===== src/rtl/pwm_fade_sequencer.sv =====
// pwm_fade_sequencer: drives the PWM core duty input with a timed
// ramp-up / hold / ramp-down / hold "breathing" profile. Timing advances
// only on the external tick strobe. Configuration is captured when a start
// is accepted, so the inputs may change freely while a sequence runs.
module pwm_fade_sequencer #(
  parameter int N  = 8,
  parameter int RW = 16
) (
  input  logic          clk_i,
  input  logic          reset_i,
  input  logic          tick_i,
  input  logic          start_i,
  input  logic          stop_i,
  input  logic [N-1:0]  cfg_min_i,
  input  logic [N-1:0]  cfg_max_i,
  input  logic [N-1:0]  cfg_step_i,
  input  logic [RW-1:0] cfg_rate_i,
  input  logic [RW-1:0] cfg_hold_i,
  input  logic          cfg_loop_i,
  output logic [N-1:0]  duty_out_o,
  output logic          busy_o,
  output logic          cycle_done_o,
  output logic          cfg_err_o,
  output logic [2:0]    state_out_o
);

  localparam logic [2:0] S_IDLE      = 3'd0;
  localparam logic [2:0] S_RAMP_UP   = 3'd1;
  localparam logic [2:0] S_HOLD_HIGH = 3'd2;
  localparam logic [2:0] S_RAMP_DOWN = 3'd3;
  localparam logic [2:0] S_HOLD_LOW  = 3'd4;

  logic [2:0]    state_q, state_d;
  logic [N-1:0]  duty_q, duty_d;
  logic [RW-1:0] rate_cnt_q, rate_cnt_d;
  logic [RW-1:0] hold_cnt_q, hold_cnt_d;
  logic [N-1:0]  min_q, min_d, max_q, max_d, step_q, step_d;
  logic [RW-1:0] rate_q, rate_d, hold_q, hold_d;
  logic          loop_q, loop_d;
  logic          busy_q, busy_d;
  logic          done_q, done_d;
  logic          err_q, err_d;

  // Saturating step values. The upward sum is one bit wider so it clamps
  // at max instead of wrapping; downward uses distance-to-min so it never
  // underflows below zero.
  logic [N:0]   up_sum;
  logic [N-1:0] up_val, dn_gap, dn_val;

  // Saturating next-duty candidates for both ramp directions
  always_comb begin
    up_sum = {1'b0, duty_q} + {1'b0, step_q};
    up_val = (up_sum >= {1'b0, max_q}) ? max_q : up_sum[N-1:0];
    dn_gap = duty_q - min_q;
    dn_val = (dn_gap <= step_q) ? min_q : (duty_q - step_q);
  end

  // Sequencer next-state logic; stop overrides everything, including start
  always_comb begin
    state_d    = state_q;
    duty_d     = duty_q;
    rate_cnt_d = rate_cnt_q;
    hold_cnt_d = hold_cnt_q;
    min_d      = min_q;
    max_d      = max_q;
    step_d     = step_q;
    rate_d     = rate_q;
    hold_d     = hold_q;
    loop_d     = loop_q;
    done_d     = 1'b0;
    err_d      = 1'b0;
    if (stop_i) begin
      state_d    = S_IDLE;
      duty_d     = '0;
      rate_cnt_d = '0;
      hold_cnt_d = '0;
    end else begin
      case (state_q)
        S_IDLE: begin
          if (start_i) begin
            if (cfg_min_i >= cfg_max_i) begin
              err_d = 1'b1;
            end else begin
              min_d      = cfg_min_i;
              max_d      = cfg_max_i;
              step_d     = (cfg_step_i == '0) ? N'(1) : cfg_step_i;
              rate_d     = cfg_rate_i;
              hold_d     = cfg_hold_i;
              loop_d     = cfg_loop_i;
              duty_d     = cfg_min_i;
              rate_cnt_d = '0;
              hold_cnt_d = '0;
              state_d    = S_RAMP_UP;
            end
          end
        end
        S_RAMP_UP: begin
          if (tick_i) begin
            if (rate_cnt_q == rate_q) begin
              rate_cnt_d = '0;
              duty_d     = up_val;
              if (up_val == max_q) begin
                hold_cnt_d = '0;
                state_d    = S_HOLD_HIGH;
              end
            end else begin
              rate_cnt_d = rate_cnt_q + 1'b1;
            end
          end
        end
        S_HOLD_HIGH: begin
          if (tick_i) begin
            if (hold_cnt_q == hold_q) begin
              rate_cnt_d = '0;
              state_d    = S_RAMP_DOWN;
            end else begin
              hold_cnt_d = hold_cnt_q + 1'b1;
            end
          end
        end
        S_RAMP_DOWN: begin
          if (tick_i) begin
            if (rate_cnt_q == rate_q) begin
              rate_cnt_d = '0;
              duty_d     = dn_val;
              if (dn_val == min_q) begin
                hold_cnt_d = '0;
                state_d    = S_HOLD_LOW;
              end
            end else begin
              rate_cnt_d = rate_cnt_q + 1'b1;
            end
          end
        end
        S_HOLD_LOW: begin
          if (tick_i) begin
            if (hold_cnt_q == hold_q) begin
              done_d     = 1'b1;
              rate_cnt_d = '0;
              state_d    = loop_q ? S_RAMP_UP : S_IDLE;
            end else begin
              hold_cnt_d = hold_cnt_q + 1'b1;
            end
          end
        end
        default: begin
          state_d = S_IDLE;
          duty_d  = '0;
        end
      endcase
    end
    busy_d = (state_d != S_IDLE);
  end

  // State and output registers
  always_ff @(posedge clk_i or posedge reset_i) begin
    if (reset_i) begin
      state_q    <= S_IDLE;
      duty_q     <= '0;
      rate_cnt_q <= '0;
      hold_cnt_q <= '0;
      min_q      <= '0;
      max_q      <= '0;
      step_q     <= '0;
      rate_q     <= '0;
      hold_q     <= '0;
      loop_q     <= 1'b0;
      busy_q     <= 1'b0;
      done_q     <= 1'b0;
      err_q      <= 1'b0;
    end else begin
      state_q    <= state_d;
      duty_q     <= duty_d;
      rate_cnt_q <= rate_cnt_d;
      hold_cnt_q <= hold_cnt_d;
      min_q      <= min_d;
      max_q      <= max_d;
      step_q     <= step_d;
      rate_q     <= rate_d;
      hold_q     <= hold_d;
      loop_q     <= loop_d;
      busy_q     <= busy_d;
      done_q     <= done_d;
      err_q      <= err_d;
    end
  end

  assign duty_out_o   = duty_q;
  assign busy_o       = busy_q;
  assign cycle_done_o = done_q;
  assign cfg_err_o    = err_q;
  assign state_out_o  = state_q;

endmodule


===== config.mk =====
export PLATFORM = sky130hd
export DESIGN_NAME = pwm_fade_sequencer
export DESIGN_NICKNAME = d
export VERILOG_FILES = /design/src/rtl/pwm_fade_sequencer.sv
export SDC_FILE = /design/constraint.sdc
export NUM_CORES = 1
export LEC_CHECK = 0
export ABC_AREA = 0
export ABC_CLOCK_PERIOD_IN_PS = 4680
export CORE_ASPECT_RATIO = 0.5
export CORE_MARGIN = 1
export CORE_UTILIZATION = 50
export CTS_CLUSTER_SIZE = 8
export DETAILED_ROUTE_END_ITERATION = 8
export HOLD_SLACK_MARGIN = 0.08
export PLACE_DENSITY = 0.71
export SYNTH_ARGS = -nofsm -noshare
export SYNTH_HDL_FRONTEND = slang
export SYNTH_SLANG_ARGS = --single-unit

===== constraint.sdc =====
create_clock -name clk_i -period 4.68 [get_ports clk_i]
set_input_delay 0.702 -clock clk_i [delete_from_list [all_inputs] [get_ports clk_i]]
set_output_delay 0.702 -clock clk_i [all_outputs]
set_load 0.01 [all_outputs]

==> results.txt, run 1 <==
----------------------------------------------------
[Die]
  IO Count ... 76
  Chip Width ... 171.7 um
  Vertical extent of the die ... 86.86 um
  Std-Cell Core Area ... 13810 um^2
  Number of core rows ... 30
  Initial cell density of the core ... 52.13%
  Die Outline Area ... 14910 um^2

[Clock network]
  Clk root buf ... clkbuf_16
  Hold-fix buffers, CTS ... 0
  Total CTS buffers ... 9
  Clock tree from TritonCTS ... built
  Number of buffers on the longest clock path ... 2
  H-tree level count ... 3
  Post-CTS clock slew at the launch and capture registers of the worst setup and hold paths ... 70 ps
  TritonCTS Sinks ... 103
  Number of cells upsized or downsized after cts ... 0
  Post-CTS setup-driven buffer insertion count ... 0
  Clock latency reported for the late side of the worst-skew pair ... 350 ps

[STA]
  Skew final ... between 10 and 15 ps
  Final Max Slew Viols ... 0
  Fmax achieved ... 0.2393 GHz
  Max-slew headroom at the worst pin ... about a third
  Hold Violations, Final ... 0
  Final sum of negative setup slack ... 0 ps
  Time the final worst path needs with I/O delays and setup ... roughly 4200 ps
  Measured slew at the worst slew-check pin ... 961.8 ps
  Total setup violations reported at the end of the flow ... 0
  Setup repair after global routing missed its margin ... false
  Final cycle utilization of the critical path ... 89.31%

[Min path]
  Depth of the worst hold-timing path ... 1
  Class of the tightest hold or removal check ... reg2reg

[Global route]
  Global router's overall resource usage ... 25.42%
  Overflow after GRT ... 0
  Pin count of the biggest net entering global routing ... 77
  Via count of the first global-routing pass ... roughly 5.7k
  Initial antenna violation count ... 0
  Global-route wire length before repair ... 29350 um

[Yosys]
  Number of unique standard cell types used by synthesis ... approximately 70
  Synth Warn # ... 0
  Syn avg cell area ... 9.425 um^2
  Largest cells by area after synthesis ... dfrtp_1, ha_1, mux2_2, xnor2_1, o21ai_0
  Post-synth EDFFs ... 0
  Netlist area before placement ... 7201 um^2
  Syn Nets ... 877
  Flip-flop cell with the highest count after synthesis ... dfrtp_1
  Share of the synthesized area in the top cell type ... 35.79%
  Synthesized instance count ... 764
  Portion of the post-synthesis area used by sequential elements ... 35.79%
  Post-synth top area cell ... dfrtp_1
  Count of state elements after synthesis ... 103
  Proportion of register bits with asynchronous set or reset after synthesis ... 100.0%

[Critical path]
  Critical path data arrival time ... 4410 ps
  Endpoint kind of the worst setup timing path ... register
  Slowest cell on crit path ... dfrtp_1
  Logic depth of the worst register-to-register path ... 18
  Family with the most delay on the worst path ... compound AO/OA/AOI/OAI gates
  Required time of the critical path ... 4910 ps
  Ordered cell list for the critical path ... ha_1, nor2b_1, o21ai_0, nand2b_1, a21o_1, a21o_1, a21o_1, a21oi_1, xnor2_1, ha_1, nand2_1, o21ai_0, mux2i_1, a21o_1, or3_1, o211a_1, o21a_4, mux2i_1
  Type of element launching the critical path ... register
  Buffers plus inverters on the worst setup path ... 0
  Cell repeated most along the worst path ... a21o_1
  Max FO, Critical Path ... 16
  Crit path largest cell delay ... 510 ps
  Critical path depth ... 18
  Path type of the worst setup path ... reg2reg

[Placement]
  Routability-driven placement congestion ratio ... between 0.9 and 1
  HPWL Detailed ... 13410 um
  Buffers on Ports ... 75

[Drt]
  Remaining antenna violation count after routing ... 0
  Vias after detailed routing ... ~5.9k
  Vias per cell ... approximately 5.8
  Detailed-route wire length per cell ... 17.55 um
  DR iter-0 viols ... roughly 470
  Detailed Routing Iterations Pass 1 ... 7
  Routed Wire Length ... 17950 um
  Detailed-route DRC error count ... 0

[Power]
  IR drop worst, VDD ... 0.4740 mV
  Power per cell area ... 751.8 nW/um^2
  Leak Pwr ... 3.606 nW

[Finish]
  Area added between synthesis and finish ... 16.82%
  Number of inserted diodes ... 0
  Filler cell count ... between 1k and 1.5k
  Share of final-layout standard cells stronger than drive strength 1 ... 12.03%
  Util after Layout ... between 60% and 70%
  Final nets ... 939

[Outcome]
  Run status ... finished, final reports clean

[Flow run]
  Max-cap violations ... 0

----------------------------------------------------
==> path summary, 6_finish.rpt <==
path / start / endpoint / slack (ps)
worst max-delay path: duty_out_o[1] / hold_cnt_q[1] / 500
worst max register to register: duty_out_o[1] / hold_cnt_q[1] / 500
worst min-delay path: rate_cnt_q[15] / rate_cnt_q[15] / 520
min in group asynchronous: reset_i / rate_q[11] / 910
worst min register to register: rate_cnt_q[15] / rate_cnt_q[15] / 520
max in group asynchronous: reset_i / min_q[2] / 2840
==> state kept, by name, indices dropped and copies added, names as in the netlist, 8 cells and up <==
register and flops:
hold_q 16, max_q 8, step_q 8, rate_q 16, rate_cnt_q 16, min_q 8
hold_cnt_q 16, duty_out_o 8
==> through the flow <==
step | worst slack [ps] | area, um^2 | hold WS (ps) | power, mW | instances
after global routing | 231.6 | 8412 | 519.1 | 6.786 | 1023
after floorplan | 942.4 | 7201 | 465.4 | 4.473 | 764
after CTS | 563.7 | 8412 | 514.2 | 6.268 | 1023
after detailed placement | 607.5 | 8110 | 500.9 | 5.468 | 1007
final | 500.3 | 8412 | 520.0 | 6.324 | 1023
after global placement | 677.7 | 8110 | 490.2 | 5.404 | 1007
==> routing by layer <==
layer / wire (um) / track usage (%)
met1: 8898 / 37.08
met2: 7878 / 38.68
met3: 833 / 4.044
met4: 340 / 8.036
met5: 0 / 0
==> worst register-to-register path: stages (launching register included) <==
cell,delay (ps)
dfrtp_1,510
ha_1,340
nor2b_1,120
o21ai_0,140
nand2b_1,100
a21o_1,200
a21o_1,200
a21o_1,170
a21oi_1,180
xnor2_1,90
ha_1,320
nand2_1,50
o21ai_0,340
mux2i_1,160
a21o_1,210
or3_1,320
o211a_1,240
o21a_4,210
mux2i_1,150
==> where the power goes <==
group	switching [mW]	total [mW]	internal, mW
clock	0.371	0.761	0.390
sequential	0.339	1.52	1.18
combinational	2.21	4.04	1.84
==> cells in the final DEF, fill, tap and decap left out, types with 17 or more instances in the layout <==
cell type	Yosys	layout
nand4_1	18	18
ha_1	48	48
nand2_1	47	47
clkdlybuf4s50_1	0	75
nor3_1	23	22
xnor2_1	57	57
o21ai_0	55	55
nand3_1	24	24
nor2b_1	17	17
a21oi_1	27	27
nor2_1	38	38
inv_1	57	56
dfrtp_1	103	103
mux2_2	48	48
==> cells by family after synthesis <==
logic type	share of synthesized area (%)
AO/OA/AOI/OAI	16.72
XOR/XNOR	8.567
adder cells (fa/ha/maj)	9.175
buffers and inverters	5.056
flip-flops	35.79
multiplexers	9.765
AND/OR/NAND/NOR	14.93
==> synth_stat cells, types with 3 or more instances <==
library cell,instances
nand2b_1,9
a21o_1,9
o21a_1,5
dfrtp_1,103
nand3_1,24
mux2_2,48
fa_1,3
nor2b_1,17
o21ai_0,55
xnor2_1,57
nor4_1,5
a21oi_1,27
and3_1,7
ha_1,48
a31oi_1,16
o22ai_1,8
o21ai_2,8
or3_1,7
and2_1,4
o31ai_1,8
a211oi_1,4
nand2_1,47
inv_1,57
or2_2,4
buf_2,9
nand4_1,18
clkbuf_1,19
xor2_1,9
mux2i_1,14
o21bai_1,3
nor2_1,38
a211o_1,4
o221ai_1,3
nor3_1,23
==> layout make-up <==
cell class	instances	area (um^2)	area share, %
inverters	57	216.5	2.573
well taps	192	240.2	2.856
repair buffers	83	810.8	9.639
clock inverters	6	62.56	0.7437
clock buffers	10	239.0	2.841
flip-flops and latches	103	2577	30.64
multi-input cells	572	4265	50.71
Power figures use the tool's default switching activity.
==> inputs of run 2 (changes only) <==
==> constraint.sdc (replaced) <==
create_clock -name clk_i -period 4.68 [get_ports clk_i]
set_input_delay 0.936 -clock clk_i [delete_from_list [all_inputs] [get_ports clk_i]]
set_output_delay 0.936 -clock clk_i [all_outputs]
set_load 0.01 [all_outputs]
==> results.txt, run 2 (synthesis gave the netlist of run 1 again) <==
----------------------------------------------------
[Clock network]
  Post-CTS clock slew at the launch and capture registers of the worst setup and hold paths ... 70 ps
  Total CTS buffers ... 9
  Clock tree from TritonCTS ... built
  Post-CTS setup-driven buffer insertion count ... 0
  Number of cells upsized or downsized after cts ... 0
  H-tree level count ... 3
  TritonCTS Sinks ... just over 100
  Hold-fix buffers, CTS ... 0
  Clock latency reported for the late side of the worst-skew pair ... 350 ps
  Clk root buf ... clkbuf_16
  Number of buffers on the longest clock path ... 2

[Finish]
  Top library cells by usage in the layout, fill and taps aside ... dfrtp_1, clkdlybuf4s50_1, xnor2_1
  Area added between synthesis and finish ... 17.01%
  Share of final-layout standard cells stronger than drive strength 1 ... 12.14%
  Number of inserted diodes ... 0
  Final nets ... 940
  Util after Layout ... 61.00%
  Post-route insts no fill ... roughly 1k
  Most common library cell in the layout ignoring fill and taps ... dfrtp_1

[Drt]
  Routed Wire Length ... 17530 um
  Vias per cell ... about 5.8
  Detailed-route wire length per cell ... 17.12 um
  Detailed route wirelength on metal3 ... 919 um
  DR iter-0 viols ... 379
  Remaining antenna violation count after routing ... 0
  Detailed Routing Iterations Pass 1 ... 6
  Top routing layer in use ... met4
  Metal1 wirelength ... 8494 um
  Routed wl met2 ... 7908 um
  Vias after detailed routing ... approximately 5.9k
  Detailed-route DRC error count ... 0

[Critical path]
  Type of element launching the critical path ... register
  Required time of the critical path ... 4920 ps
  Max FO, Critical Path ... 7
  Source of the worst register-to-register timing path ... duty_out_o[0]
  Logic depth of the worst register-to-register path ... 16
  Family with the most delay on the worst path ... compound AO/OA/AOI/OAI gates
  Capture instance of the worst register-to-register path ... duty_out_o[6]
  Path type of the worst setup path ... reg2reg
  Ordered cell list for the critical path ... ha_1, fa_1, nor2b_1, o311a_1, o22ai_2, xnor2_1, inv_1, ha_1, a21oi_1, o221ai_1, a21oi_1, o21ai_0, buf_4, a22oi_1, a2111oi_0, a211o_1
  Endpoint kind of the worst setup timing path ... register
  Buffers plus inverters on the worst setup path ... 2
  Reg2reg setup slack ... 470 ps
  Slowest cell on crit path ... fa_1
  Critical path data arrival time ... 4440 ps
  Crit path largest cell delay ... 420 ps

[Global route]
  Pin count of the biggest net entering global routing ... 63
  Initial antenna violation count ... 0
  Global-route wire length before repair ... 28680 um
  Via count of the first global-routing pass ... 5569
  Overflow after GRT ... 0
  Global router's overall resource usage ... 24.85%

[Placement]
  HPWL Detailed ... 13230 um
  Routability-driven placement congestion ratio ... 0.9077
  Placed insts ... 1008
  Buffers on Ports ... 75

[Power]
  Leak Pwr ... 3.611 nW
  IR drop worst, VDD ... 0.4092 mV
  Power per cell area ... 746.9 nW/um^2

[Die]
  IO Count ... 76
  Vertical extent of the die ... 86.86 um
  Chip Width ... between 150 and 200 um
  Number of core rows ... 30
  Std-Cell Core Area ... between 10000 and 15000 um^2
  Die Outline Area ... around 15000 um^2
  Initial cell density of the core ... a little over half

[STA]
  Final Max Slew Viols ... 0
  Final cycle utilization of the critical path ... 89.86%
  Measured slew at the worst slew-check pin ... slightly below 1000 ps
  Max-slew headroom at the worst pin ... 33.55%
  Setup repair after global routing missed its margin ... false
  Skew final ... 8.534 ps
  Fmax achieved ... 0.2378 GHz
  Hold Violations, Final ... 0
  Time the final worst path needs with I/O delays and setup ... 4205 ps
  Final sum of negative setup slack ... 0 ps
  Total setup violations reported at the end of the flow ... 0

[Min path]
  Worst hold start ... rate_cnt_q[8]
  Class of the tightest hold or removal check ... reg2reg
  End point of the worst hold path ... rate_cnt_q[8]
  Depth of the worst hold-timing path ... 1

[Outcome]
  Run status ... finished, final reports clean

[Flow run]
  Max-cap violations ... 0

----------------------------------------------------
## run 2: power by group
group,leakage (nW),total (mW),switching (mW),internal (mW)
Combinational,2.15,4.01,2.17,1.83
Clock,0.149,0.774,0.342,0.432
Sequential,1.31,1.51,0.333,1.18
## run 2: cell type report
cell class / instances / area (um^2)
inverters: 57 / 216.5
clock inverters: 6 / 68.82
clock buffers: 10 / 239.0
well taps: 192 / 240.2
flip-flops and latches: 103 / 2577
multi-input cells: 572 / 4265
fillers: 1181 / 5388
repair buffers: 84 / 818.3
## run 2: worst max path at each step
stage                        from             to  depth (start not counted)
finish              duty_out_o[0]  duty_out_o[6]                         16
global route            step_q[0]  duty_out_o[6]                         16
CTS                 duty_out_o[0]  duty_out_o[6]                         16
detailed placement   cfg_min_i[5]       min_q[1]                          9
global placement     cfg_min_i[5]       min_q[1]                          9
floorplan           duty_out_o[1]  hold_cnt_q[2]                         19
## run 2: per-stage QoR
stage | setup WS, ps | instance area, um^2 | hold slack, ps | total power [mW]
2_1_floorplan | 942.4 | 7201 | 465.4 | 4.473
3_5_place_dp | 615.1 | 8118 | 509.9 | 5.438
5_1_grt | 181.3 | 8426 | 541.3 | 6.792
4_1_cts | 544.1 | 8426 | 518.9 | 6.261
3_3_place_gp | 619.6 | 8118 | 485.2 | 5.350
6_report | 474.6 | 8426 | 525.0 | 6.293
## run 2: per-layer routing
layer / track usage (%) / vias up
met5: 0 / -
met4: 6.006 / 0
met3: 4.362 / 16
met2: 39.34 / 155
met1: 35.44 / 2886
li1: - / 2856
==> edit, RTL diff (settings of run 2) <==
`N`: 8 -> 4.
--- a/src/rtl/pwm_fade_sequencer.sv
+++ b/src/rtl/pwm_fade_sequencer.sv
@@ -4,5 +4,5 @@
 // is accepted, so the inputs may change freely while a sequence runs.
 module pwm_fade_sequencer #(
-  parameter int N  = 8,
+  parameter int N  = 4,
   parameter int RW = 16
 ) (
Ports: changed (resized cfg_max_i, cfg_min_i, cfg_step_i and duty_out_o); port bits go from 76 to 60. The function was not compared with the original's and may differ.
==> edit against run 2 <==
Final area down 26%. Sequential cell count shrank 16. Combinational power decreased by 72%. Count of clock-buffer cells in the layout up 1. Clock skew decreased by 0.0042 ns. Wire length shrank 34%. Largest power group unchanged. Sequential power decreased by 32%. Setup slack better by 0.72 ns. Largest cell class unchanged. Via count down 30%. Area after synthesis shrank 28%. Global-route usage fell by 1.5 points. Cell count fell by 30%. Critical endpoint is now rate_cnt_q[4]$_DFFE_PP0P_. Total power shrank 54%.
==> edit: results (changes against run 2) <==
* Clock latency on the worst-skew pair: 0.34 ns
* Slew HR: 28.3% (-5.2 points)
* Setup skew after layout: 0.00436 ns (-0.00417 ns)
- The average routed wire per standard cell was 16.2 um (-5.5%).
- Top post-synthesis cells by count: 87 x sky130_fd_sc_hd__dfrtp_1, 51 x sky130_fd_sc_hd__o21ai_0, 45 x sky130_fd_sc_hd__xnor2_1
* R2R setup slack: 1.36 ns (+0.89 ns)
- Capture point of the worst reg-to-reg path: hold_cnt_q[0]$_DFFE_PP0P_
- Half-perimeter wire length after detailed placement: 8540 um (-35%)
* Global Route Usage Sum: 23.4% (-1.5 points)
* Number of distinct library cell variants in the gate-level netlist after synthesis: 56 (-19%)
- Drt first-iter violations: 174 (-54%)
- Worst Hold Depth: 1 (unchanged)
- Run status: finished clean
- The total leakage power was 2.60 nW (-28%).
- The final net count was 657 (-30%).
- The cell area after placement was 0.00589 mm2 (-27%).
* Number of placed instances, taps included: 704 (-30%)
- Among all stages on the critical path, the largest delay is contributed by sky130_fd_sc_hd__o21ai_1.
- Drt pass-1 iters: 4 (-2)
- The via count of the first global-routing pass is 3,916 (-30%).
- The startpoint identified for the worst register-to-register timing path is duty_out_o[2]$_DFFE_PP0P_.
- The count of cells along the worst register-to-register path is 11 (-5).
- Hold EP: hold_cnt_q[13]$_DFFE_PP0P_
* Worst Hold Slack: 0.504 ns (-0.0207 ns)
- Final setup vio count: 0 (unchanged)
- The largest net degree at the start of global routing was 35 (-44%).
* Post-place setup slack: 0.913 ns (+0.298 ns)
* Post-synthesis sequential area ratio: 41.9% (+6.1 points)
- The placer congestion estimate came to 0.877 (-3.4%).
- Part of the cycle the worst path needs: 74.5% (-15 points)
- The delay contributed by the slowest stage of the critical path was 0.57 ns (+0.15 ns).
- The startpoint identified for the worst hold timing path is hold_cnt_q[13]$_DFFE_PP0P_.
* Proportion of layout cells with a drive suffix above 1: 12.0% (-0.17 points)
- Final core utilization: 63.6% (+2.6 points)
- The worst endpoint data arrival time is 3.71 ns (-0.73 ns).
* Register clock-pin slew on the reported worst setup and hold paths: 0.06 ns
* Largest cells by area after synthesis: sky130_fd_sc_hd__dfrtp_1 42%, sky130_fd_sc_hd__mux2_2 8.7%, sky130_fd_sc_hd__xnor2_1 7.6%
* Post-synthesis net count: 608 (-31%)
- Layout Cells excl Fill: 720 (-30%)
- Worst min path class: register to register
* First-pass GRT wire length: 19,600 um (-32%)
- The number of port buffers was 59 (-21%).
* Vias: 4,110 (-30%)
* Worst ir drop on vdd: 0.214 mV (-48%)
- The maximum fanout along the worst path came to 18 (+11).
* Synthesized instance count: 531 (-30%)
edit: cells by family (layout without fill, tap and decap cells):
kind of cell | count (synthesis) | after routing | synth area share [%]
flip-flops | 87 | 87 | 41.9
buffers and inverters | 51 | 105 | 4.09
multiplexers | 43 | 43 | 9.24
AO/OA/AOI/OAI | 134 | 134 | 15.5
adder cells (fa/ha/maj) | 27 | 27 | 6.93
AND/OR/NAND/NOR | 140 | 140 | 14.1
XOR/XNOR | 49 | 49 | 8.25
edit: worst max-delay path by stage:
stage	to	depth (start not counted)	start
after floorplan	hold_cnt_q[12]$_DFFE_PP0P_	12	duty_out_o[2]$_DFFE_PP0P_
after CTS	rate_cnt_q[4]$_DFFE_PP0P_	10	cfg_min_i[0]
after detailed placement	rate_cnt_q[4]$_DFFE_PP0P_	10	cfg_min_i[0]
final	rate_cnt_q[4]$_DFFE_PP0P_	10	cfg_min_i[0]
after global placement	rate_cnt_q[4]$_DFFE_PP0P_	10	cfg_min_i[0]
after global routing	rate_cnt_q[4]$_DFFE_PP0P_	10	cfg_min_i[0]
edit: layout make-up:
type | instances | area [um2]
Clock inverter | 5 | 82.6
Inverter | 24 | 91.3
Fill cell | 809 | 3550
Multi-Input combinational cell | 393 | 2820
Clock buffer | 11 | 233
Tap cell | 135 | 169
Timing Repair Buffer | 65 | 636
Sequential cell | 87 | 2180
edit: routing by layer:
layer / vias up / track usage [%] / routed length (um)
met4: 0 / 6.25 / 120
met3: 9 / 5.09 / 417
met5: - / 0 / 0
met1: 2028 / 32.4 / 5870
li1: 1996 / - / -
met2: 77 / 37.8 / 5240
edit: power breakdown:
group	switching (mW)	total [mW]	internal (mW)	leakage (nW)
Combinational	0.573	1.12	0.551	1.33
Sequential	0.136	1.03	0.894	1.12
Clock	0.290	0.759	0.469	0.154
